**src/rtl/if_pkg.sv**
```systemverilog
// Shared types for the instruction-fetch controller and its skid buffer.
`default_nettype none

package if_pkg;
  typedef logic [31:2] pc_t;
  typedef logic [31:0] inst_t;

  typedef enum logic [1:0] {
    BOOT = 2'd0,
    RUN  = 2'd1,
    WAIT = 2'd2
  } if_ctrl_state_t;

  typedef struct packed {
    inst_t inst;
    pc_t   pc;
  } fetch_ent_t;
endpackage

`default_nettype wire

```
**src/rtl/if_skid_buf.sv**
```systemverilog
// Two-entry FIFO between instruction memory and decode; entry 0 is the
// registered head presented to decode.
`default_nettype none

module if_skid_buf
  import if_pkg::*;
(
  input  logic       clk,
  input  logic       rst_l,
  input  logic       push,
  input  fetch_ent_t push_ent,
  input  logic       pop,
  input  logic       flush,
  output fetch_ent_t head,
  output logic [1:0] count
);

  fetch_ent_t ent0, ent1;
  logic       do_pop, do_push;

  assign do_pop  = pop && (count != 2'd0);
  assign do_push = push && ((count != 2'd2) || do_pop);
  assign head    = ent0;

  always_ff @(posedge clk or negedge rst_l) begin
    if (!rst_l) begin
      ent0  <= '0;
      ent1  <= '0;
      count <= 2'd0;
    end else if (flush) begin
      count <= 2'd0;
    end else begin
      case ({do_push, do_pop})
        2'b11: begin
          if (count == 2'd2) begin
            ent0 <= ent1;
            ent1 <= push_ent;
          end else begin
            ent0 <= push_ent;
          end
        end
        2'b01: begin
          ent0  <= ent1;
          count <= count - 2'd1;
        end
        2'b10: begin
          if (count == 2'd0) ent0 <= push_ent;
          else               ent1 <= push_ent;
          count <= count + 2'd1;
        end
        default: ;
      endcase
    end
  end

endmodule

`default_nettype wire

```
**src/rtl/if_ctrl.sv**
```systemverilog
// Fetch controller: boot delay, single outstanding read tracking, redirect
// pending/kill handling, and a skid buffer towards decode.
`default_nettype none

module if_ctrl
  import if_pkg::*;
#(
  parameter int BOOT_DELAY = 2
) (
  input  logic        clk,
  input  logic        rst_l,
  input  logic [31:2] if_pc,
  input  logic        mem_gnt,
  input  logic        mem_rvalid,
  input  logic [31:0] mem_rdata,
  input  logic        br_en,
  input  logic [31:2] br_addr,
  input  logic        trap_en,
  input  logic [31:2] trap_addr,
  input  logic        id_ready,
  output logic        if_stall,
  output logic        if_jmp_en,
  output logic [31:2] if_jmp_addr,
  output logic        id_valid,
  output logic [31:0] id_inst,
  output logic [31:2] id_pc
);

  localparam logic [3:0] BOOT_LAST = (BOOT_DELAY == 0) ? 4'd0 : 4'(BOOT_DELAY - 1);

  if_ctrl_state_t state;
  logic [3:0]     boot_cnt;
  logic           pend, pend_trap, req_kill;
  pc_t            pend_addr, req_pc, evt_addr;
  logic           evt, resp, push, pop, issue;
  logic [1:0]     sb_count, cnt_after;
  fetch_ent_t     push_ent, head;

  // A branch arriving while a trap is pending is not an event at all.
  assign evt      = trap_en | (br_en & ~(pend & pend_trap));
  assign evt_addr = trap_en ? trap_addr : br_addr;
  assign resp     = (state == WAIT) & mem_rvalid;
  assign push     = resp & ~req_kill & ~evt;
  assign pop      = id_valid & id_ready;
  assign push_ent = '{inst: mem_rdata, pc: req_pc};

  always_comb begin
    cnt_after = 2'd0;
    if (!evt) cnt_after = sb_count - {1'b0, pop} + {1'b0, push};
  end

  // Issue only if the response can still be buffered behind what remains.
  assign issue       = ((state == RUN) | resp) & mem_gnt & (cnt_after <= 2'd1);
  assign if_stall    = ~issue;
  assign if_jmp_en   = issue & (evt | pend);
  assign if_jmp_addr = evt ? evt_addr : pend_addr;

  always_ff @(posedge clk or negedge rst_l) begin
    if (!rst_l) begin
      state     <= BOOT;
      boot_cnt  <= 4'd0;
      pend      <= 1'b0;
      pend_trap <= 1'b0;
      pend_addr <= '0;
      req_kill  <= 1'b0;
      req_pc    <= '0;
    end else begin
      case (state)
        BOOT: begin
          if (boot_cnt == BOOT_LAST) state <= RUN;
          else                       boot_cnt <= boot_cnt + 4'd1;
        end
        RUN, WAIT: begin
          if (issue)     state <= WAIT;
          else if (resp) state <= RUN;
        end
        default: state <= BOOT;
      endcase

      // The read launched alongside a jump fetched the old PC, so it is wrong-path.
      if (issue) begin
        req_pc   <= if_pc;
        req_kill <= if_jmp_en;
      end else if (evt && (state == WAIT)) begin
        req_kill <= 1'b1;
      end

      if (issue) begin
        pend <= 1'b0;
      end else if (evt) begin
        pend      <= 1'b1;
        pend_trap <= trap_en;
        pend_addr <= evt_addr;
      end
    end
  end

  if_skid_buf u_skid (
    .clk      (clk),
    .rst_l    (rst_l),
    .push     (push),
    .push_ent (push_ent),
    .pop      (pop),
    .flush    (evt),
    .head     (head),
    .count    (sb_count)
  );

  assign id_valid = (sb_count != 2'd0);
  assign id_inst  = head.inst;
  assign id_pc    = head.pc;

endmodule

`default_nettype wire

```
**config.mk**
```make
export PLATFORM = sky130hd
export DESIGN_NAME = if_ctrl
export DESIGN_NICKNAME = d
export VERILOG_FILES = /design/src/rtl/if_pkg.sv /design/src/rtl/if_skid_buf.sv /design/src/rtl/if_ctrl.sv
export SDC_FILE = /design/constraint.sdc
export NUM_CORES = 1
export LEC_CHECK = 0
export BUFFER_PORTS_ARGS = -buffer_cell sky130_fd_sc_hd__buf_2
export CAP_MARGIN = 20
export CELL_PAD_IN_SITES_DETAIL_PLACEMENT = 0
export CELL_PAD_IN_SITES_GLOBAL_PLACEMENT = 1
export CORE_MARGIN = 4
export CORE_UTILIZATION = 45
export CTS_BUF_LIST = sky130_fd_sc_hd__clkbuf_8
export DETAILED_ROUTE_END_ITERATION = 16
export PLACE_DENSITY = 0.82
export SETUP_SLACK_MARGIN = 0.15
export SYNTH_ARGS = -nofsm -noshare
export SYNTH_HDL_FRONTEND = slang
export SYNTH_SLANG_ARGS = --single-unit
```
**constraint.sdc**
```tcl
create_clock -name clk -period 3.7 [get_ports clk]
set_clock_uncertainty 0.1 [all_clocks]
set_input_delay 0.74 -clock clk [delete_from_list [all_inputs] [get_ports clk]]
set_output_delay 0.74 -clock clk [all_outputs]
set_load 0.05 [all_outputs]
```
==> run metrics, run 1 <==
status=complete, no violations; post-synthesis sequential area ratio=slightly below 50%; drt pass-1 iters=5; setup repair bufs after CTS=0; worst slew pin tran=0.7584 ns; number of antenna violations at the first check in global routing=2; Clock Tree Buf Depth=2; Crit Path Category=flop to output port; synthesized instance count=829; Avg Synthesized Cell Area=~12 um^2; Reg2Reg Launch Point=state[0]$_DFFE_PN0P_; PostCTS Resize Cnt=0; r2r setup slk=around 0.8 ns; Root Buffer=clkbuf_8; final-report setup violation count=0; post-layout util=54.08%; Die Y=approximately 160 um; Worst EP required=approximately 2.9 ns; Final ANT Viol Nets=0; pin count of the biggest net entering global routing=about 80; Crit Path Max Fanout=7; Tightest Hold Check Type=primary input to asynchronous set/reset pin; final WL=23.81 mm; CP arrival=~2.5 ns; fmax=between 200 and 300 MHz; vias in the first global route=7364; CP Cell Sequence=o21ai_1, inv_1, ha_1, and4bb_2, xnor2_1, a21oi_4, inv_4, buf_2; CTS tree=yes; post-synth net total=between 900 and 1k; via count=7395; CTS buffer count=17; Rel. slew slack=a little under 50%; DR vias/cell=approximately 5.6; GRT Residual Overflow=0; PortBufs=roughly 220; CP max stage delay=0.48 ns; routed wire length per instance=18.06 um; max-cap violations=0; Die Area=24690 um^2; CTS clk-pin slew, worst paths=0.11 ns; Total GRT Usage=about a fifth; gpl congestion=between 0.7 and 0.8; Starting DRT DRC Count=~340; Reg2Reg Capture Point=u_skid.ent1[14]$_DFFE_PN0P_; crit path max-delay cell type=dfrtp_1; post-route cell area=between 10000 and 15000 um^2; die span in x=between 150 and 200 um; Fin. Hold Viols=0; PwrDens=around 660 nW/um^2; FF+latch count, synth=between 150 and 200; minimum clock period=3.362 ns; Ys Warns=0; dpl hpwl=about 15 mm; R2R cell count=10; DR DRC count=0; core area=21820 um^2; cts hold-fix bufs=0; Syn-to-layout area delta=17.90%; CP Capture Type=output port; row cnt=54; CP startpoint kind=flop; share of cells above drive strength 1=between 50% and 60%; peak supply drop=just over 400 uV; Yosys cell types=38; first-pass GRT wire length=about 40 mm; delay-heaviest family, CP=flip-flops; Starting Density=45.87%; fin crit share=between 90% and 100%; area post-placement=between 10000 and 15000 um^2; final setup TNS=0 ns; max-slew violation count=0; CP bufs+invs=3; H-tree Lvls=4; Skew-Pair Late Insertion Delay=0.47 ns; Syn Std Cell Area=approximately 10000 um^2; Final #Nets=roughly 1.2k; I/O Pins=~220; RSZ-0062 raised after global routing=false; leakage power figure=just under 6 nW; clock sink count=around 200
==> worst max path at each step <==
stage | slack [ns] | endpoint | cells after the start | from
6_report | 0.34 | if_stall | 8 | u_skid.count[0]$_DFFE_PN0P_
5_1_grt | 0.18 | if_jmp_en | 9 | u_skid.count[0]$_DFFE_PN0P_
4_1_cts | 0.19 | if_jmp_en | 9 | u_skid.count[0]$_DFFE_PN0P_
3_5_place_dp | 0.52 | if_jmp_en | 10 | id_ready
3_3_place_gp | 0.52 | if_jmp_en | 10 | id_ready
2_1_floorplan | 0.16 | if_jmp_en | 9 | id_ready
==> sequential cells by signal, summed over array words and instances (netlist names) <==
| name | count |
|---|---|
| pend | 1 |
| req_kill | 1 |
| state | 2 |
| u_skid.ent1 | 62 |
| pend_addr | 30 |
| u_skid.head | 62 |
| boot_cnt | 4 |
| req_pc | 30 |
| u_skid.count | 2 |
| pend_trap | 1 |
==> worst register-to-register path, delay by kind of cell, from the launching register on <==
| family | cells | cell delay (ns) |
|---|---|---|
| compound gates | 1 | 0.09 |
| flops | 1 | 0.42 |
| mux | 2 | 0.59 |
| simple gates | 3 | 0.63 |
| fa+ha+maj | 2 | 0.58 |
| buf+inv | 2 | 0.39 |
==> layer usage <==
metal  wire (um)  track usage, %  vias up
li1            -               -     3452
met3        1148           3.574       15
met4         264           4.424        2
met1       10770           27.04     3728
met2       11610           31.91      198
met5          12               0        -
==> kinds of logic (layout without fill, tap and decap cells) <==
group | count (synthesis) | in the layout | share of synthesized area, %
flops | 195 | 195 | 48.75
buf+inv | 80 | 288 | 3.937
mux | 248 | 248 | 28.86
simple gates | 148 | 148 | 6.025
compound gates | 141 | 141 | 10.56
xor+xnor | 7 | 7 | 0.6125
other cells | 0 | 1 | 0
fa+ha+maj | 10 | 10 | 1.250
==> cells in the final DEF (no fill, tap or decap), types with 8 or more instances in the layout <==
cell	instances
mux2_4	27
nor2_1	10
a221oi_1	62
mux2_2	208
a31oi_1	61
mux2_1	9
dfrtp_1	195
clkbuf_8	18
buf_2	221
nand2_1	124
inv_1	12
buf_4	16
ha_1	8
==> synth_stat cells <==
library cell	instances	area share [%]
buf_4	10	0.75
mux2i_1	4	0.40
nand2_1	124	4.7
inv_1	11	0.41
nor3_2	1	0.10
o21ai_0	5	0.25
nor2_1	11	0.41
a221oi_1	62	5.4
mux2_4	27	4.1
mux2_2	208	23
a22o_1	1	0.088
a21oi_4	2	0.32
dfrtp_1	195	49
xnor2_1	5	0.44
a31oi_1	61	3.8
nand2b_1	2	0.12
and4bb_2	1	0.12
and2_1	1	0.063
o311ai_0	1	0.088
buf_2	7	0.35
inv_4	1	0.063
o31ai_1	1	0.075
a211o_1	1	0.088
clkbuf_1	45	1.7
nor4_1	1	0.063
nand4_1	1	0.063
nor3b_1	1	0.075
nand3b_1	1	0.075
a31o_2	1	0.088
mux2_1	9	1.0
xor2_1	2	0.18
and3b_1	1	0.088
buf_6	6	0.67
ha_1	10	1.3
or2_1	1	0.063
a21boi_1	1	0.075
a21oi_1	5	0.25
nor2b_1	2	0.12
==> where the power goes <==
part           total [mW]  switching [mW]  internal, mW
clock network        1.45           0.828         0.623
registers            3.09           0.384          2.71
logic                3.30            2.06          1.24
==> stage by stage <==
step	instances	power [mW]	hold slack, ns	worst slack (ns)
2_1_floorplan	829	5.685	0.3444	0.1596
3_3_place_gp	1285	6.399	0.3655	0.5180
5_1_grt	1317	8.279	0.2397	0.1765
6_report	1318	7.845	0.2290	0.3376
3_5_place_dp	1285	6.461	0.3703	0.5181
4_1_cts	1317	7.931	0.2216	0.1891
==> cell type report <==
type | instances | area [um^2]
fill | 1939 | 10020
antenna | 1 | 2.502
tap | 280 | 350.3
timing repair buffer | 244 | 1348
multi-input combinational | 554 | 4770
clock buffer | 17 | 234.0
sequential | 195 | 4880
clock inverter | 15 | 170.2
inverter | 12 | 47.55
(Power assumes the default switching activity.)
==> run 2: changes to the inputs <==
--- a/config.mk
+++ b/config.mk
@@ -13,8 +13,10 @@
 export CORE_UTILIZATION = 45
 export CTS_BUF_LIST = sky130_fd_sc_hd__clkbuf_8
 export DETAILED_ROUTE_END_ITERATION = 16
-export PLACE_DENSITY = 0.82
+export MAX_ROUTING_LAYER = met4
+export PLACE_DENSITY = 0.81
 export SETUP_SLACK_MARGIN = 0.15
 export SYNTH_ARGS = -nofsm -noshare
 export SYNTH_HDL_FRONTEND = slang
+export SYNTH_HIERARCHICAL = 1
 export SYNTH_SLANG_ARGS = --single-unit
==> run metrics, run 2 <==
hold_ws=0.1915 ns (-0.03751 ns); crit path max-delay cell type=dfrtp_2; final setup TNS=0 ns (unchanged); DR DRC count=0 (unchanged); R2R cell count=8 (-2); critical path depth=9 (+1); CTS clk-pin slew, worst paths=0.10 ns (about the same); Switching Fraction=36.83% (-4.9 points); Tightest Hold Check Type=primary input to asynchronous set/reset pin; CTS tree=yes; peak supply drop=254.5 uV (-38%); Flop pwr share=43.9% (+4.5 points); max-slew violation count=0 (unchanged); fmax=292.2 MHz (-1.7%); minimum clock period=3.422 ns (+0.05984 ns); power share of the clock group=22.3% (+3.8 points); Post-synth ARST share=100.0% (unchanged); synthesized instance count=853 (+2.9%); die span in x=161.5 um (+2.8%); CP Cell Sequence=or2_2, and2_1, ha_1, and4bb_1, xnor2_2, a21oi_4, inv_2, nor2_4, buf_8; Die Area=26080 um^2 (+5.6%); P_sw=2.444 mW (-25%); Avg Synthesized Cell Area=12.43 um^2 (+3.0%); FF+latch count, synth=195 (unchanged); ys flop type=dfrtp_1; leakage power figure=6.025 nW (+2.1%); most frequent cell after synthesis=dfrtp_1; I/O Pins=224 (unchanged); Worst EP required=2.86 ns (about the same); PortBufs=223 (unchanged); post-synth net total=993 (+2.6%); clock sink count=195 (unchanged); final WL=28.22 mm (+19%); crit path capture=if_jmp_en; dpl hpwl=17.28 mm (+12%); commonest non-fill, non-tap cells in the layout=buf_2 (220), dfrtp_1 (193), mux2_2 (98), mux2_4 (81), o21ai_0 (64); number of antenna violations at the first check in global routing=2 (unchanged); Reg2Reg Capture Point=u_skid/ent1[29]$_DFFE_PN0P_; first-pass GRT wire length=45.33 mm (+17%); Starting DRT DRC Count=563 (+67%); Pint=4.191 mW (-8.3%); EDFF count, synth=0 (unchanged); status=complete, no violations; Synth top area share=46.02% (-2.7 points); Syn Std Cell Area=10600 um^2 (+5.9%); delay-heaviest family, CP=simple AND/OR/NAND/NOR gates; Crit Path Max Fanout=6 (-1); vias in the first global route=8262 (+12%); combinational fraction of design power=33.9% (-8.2 points); Reg2Reg Launch Point=u_skid/count[1]$_DFFE_PN0P_; gpl congestion=0.7816 (+1.5%); worst slew pin tran=0.8087 ns (+0.05030 ns); via count=8034 (+8.6%); CP bufs+invs=2 (-1); Die Y=161.5 um (+2.8%); routed wire length per instance=20.71 um (+15%); Root Buffer=clkbuf_8; drt pass-1 iters=7 (+2); GRT Residual Overflow=0 (unchanged); CP max stage delay=0.42 ns (-0.06 ns); CP startpoint kind=flop; r2r setup slk=0.64 ns (-0.15 ns); pin count of the biggest net entering global routing=81 (-1.2%); CP arrival=2.58 ns (+0.06 ns); final-report setup violation count=0 (unchanged); Yosys cell types=48 (+26%); CTS buffer count=17 (unchanged); Rel. slew slack=46.09% (-3.4 points); Total GRT Usage=22.01% (+2.6 points); Skew-Pair Late Insertion Delay=0.47 ns (about the same); cts hold-fix bufs=0 (unchanged); RSZ-0062 raised after global routing=false; max-cap violations=0 (unchanged); Final #Nets=1175 (+1.0%); DR vias/cell=5.894 (+5.1%); top cells by area, synth=dfrtp_1 (46%), mux2_4 (11%), mux2_2 (10%); CP Capture Type=output port; Starting Density=46.27% (+0.41 points); Final ANT Viol Nets=0 (unchanged); Fin. Hold Viols=0 (unchanged); post-synthesis sequential area ratio=46.02% (-2.7 points); Synth top cells by count=dfrtp_1 (195), mux2_2 (98), mux2_4 (81), o21ai_0 (64); Clock Tree Buf Depth=2 (unchanged); Ys Warns=6 (+6); share of cells above drive strength 1=45.71% (-4.5 points); PwrDens=536.1 nW/um^2 (-19%); Crit Path Category=flop to output port; row cnt=55 (+1.9%); H-tree Lvls=4 (unchanged); critical path startpoint=u_skid/count[0]$_DFFE_PN0P_; fin crit share=92.49% (+1.6 points); commonest non-fill, non-tap cell in the layout=buf_2; core area=22920 um^2 (+5.0%); Synth area leader=dfrtp_1; Syn-to-layout area delta=16.71%
-- run 2: cell count changes after synthesis, sizes merged, moves of 3 or more --
cell,previous run,this run
o31ai,1,62
mux2,244,182
a31oi,61,0
clkbuf,45,63
mux2i,4,1
nor2,11,7
a211oi,0,64
o21ai,5,64
and3b,1,62
nand2,124,5
-- run 2: per-layer routing --
metal | vias up | wire length, um | track usage, % | share of wire (%)
li1 | 3665 | - | - | -
met1 | 4055 | 12510 | 28.40 | 44
met2 | 276 | 13650 | 35.84 | 48
met3 | 38 | 1529 | 3.725 | 5.4
met4 | 0 | 537 | 6.630 | 1.9
met5 | - | 0 | - | 0
-- run 2: kinds of logic after synthesis --
kind of cell | after synthesis | share of synthesized area [%]
compound gates | 272 | 18.68
flops | 195 | 46.02
mux | 183 | 22.29
buf+inv | 97 | 4.649
simple gates | 89 | 6.502
fa+ha+maj | 11 | 1.298
xor+xnor | 6 | 0.5664
-- run 2: final cells by class --
| cell class | instances | area, um^2 |
|---|---|---|
| Fill cell | 2114 | 10540 |
| Timing Repair Buffer | 250 | 1390 |
| Multi-Input combinational cell | 561 | 5248 |
| Clock inverter | 13 | 160.2 |
| Sequential cell | 195 | 4882 |
| Antenna cell | 2 | 5.005 |
| Clock buffer | 19 | 261.5 |
| Inverter | 10 | 37.54 |
| Tap cell | 313 | 391.6 |
-- run 2: worst min-delay path by stage --
stage / from / endpoint / slack, ns
floorplan: rst_l / boot_cnt[0]$_DFFE_PN0P_ / 0.34
global placement: boot_cnt[3]$_DFFE_PN0P_ / boot_cnt[3]$_DFFE_PN0P_ / 0.37
finish: rst_l / u_skid/head[16]$_DFFE_PN0P_ / 0.19
detailed placement: pend_addr[4]$_DFFE_PN0N_ / pend_addr[4]$_DFFE_PN0N_ / 0.39
CTS: rst_l / req_pc[15]$_DFFE_PN0P_ / 0.21
global route: rst_l / u_skid/head[16]$_DFFE_PN0P_ / 0.21
-- run 2: what timing repair did --
action,in CTS,in global routing
gates resized for setup,2,2
pin swaps,0,3
endpoints found under the setup margin,2,2
buffers inserted,0,2
-- run 2: power by group through the flow --
stage / combinational [mW] / clock [mW] / sequential, mW
finish: 2.25 / 1.48 / 2.91
global route: 2.41 / 1.60 / 2.98
CTS: 2.27 / 1.51 / 2.91
detailed placement: 2.26 / 0 / 2.95
global placement: 2.22 / 0 / 2.93
floorplan: 1.55 / 0 / 3.08
-- run 2: stage by stage --
stage | setup WS (ns) | cell area (um^2) | utilization [%] | instances | power [mW]
global placement | 0.3164 | 11920 | 52.02 | 1327 | 5.147
floorplan | 0.2490 | 10610 | - | 853 | 4.629
global route | 0.1438 | 12380 | 54.00 | 1363 | 6.983
detailed placement | 0.2489 | 11920 | 52.02 | 1327 | 5.210
CTS | 0.1258 | 12350 | 53.88 | 1359 | 6.692
finish | 0.2777 | 12380 | 54.00 | 1363 | 6.635
-- run 2: worst reg2reg max path: stages, from the launching register on --
cell and delay [ns]:
dfrtp_2 0.36, buf_4 0.58, nand2b_2 0.11, o21ai_0 0.33, inv_1 0.12, ha_1 0.27, a211oi_4 0.37, buf_12 0.29
mux2_2 0.41
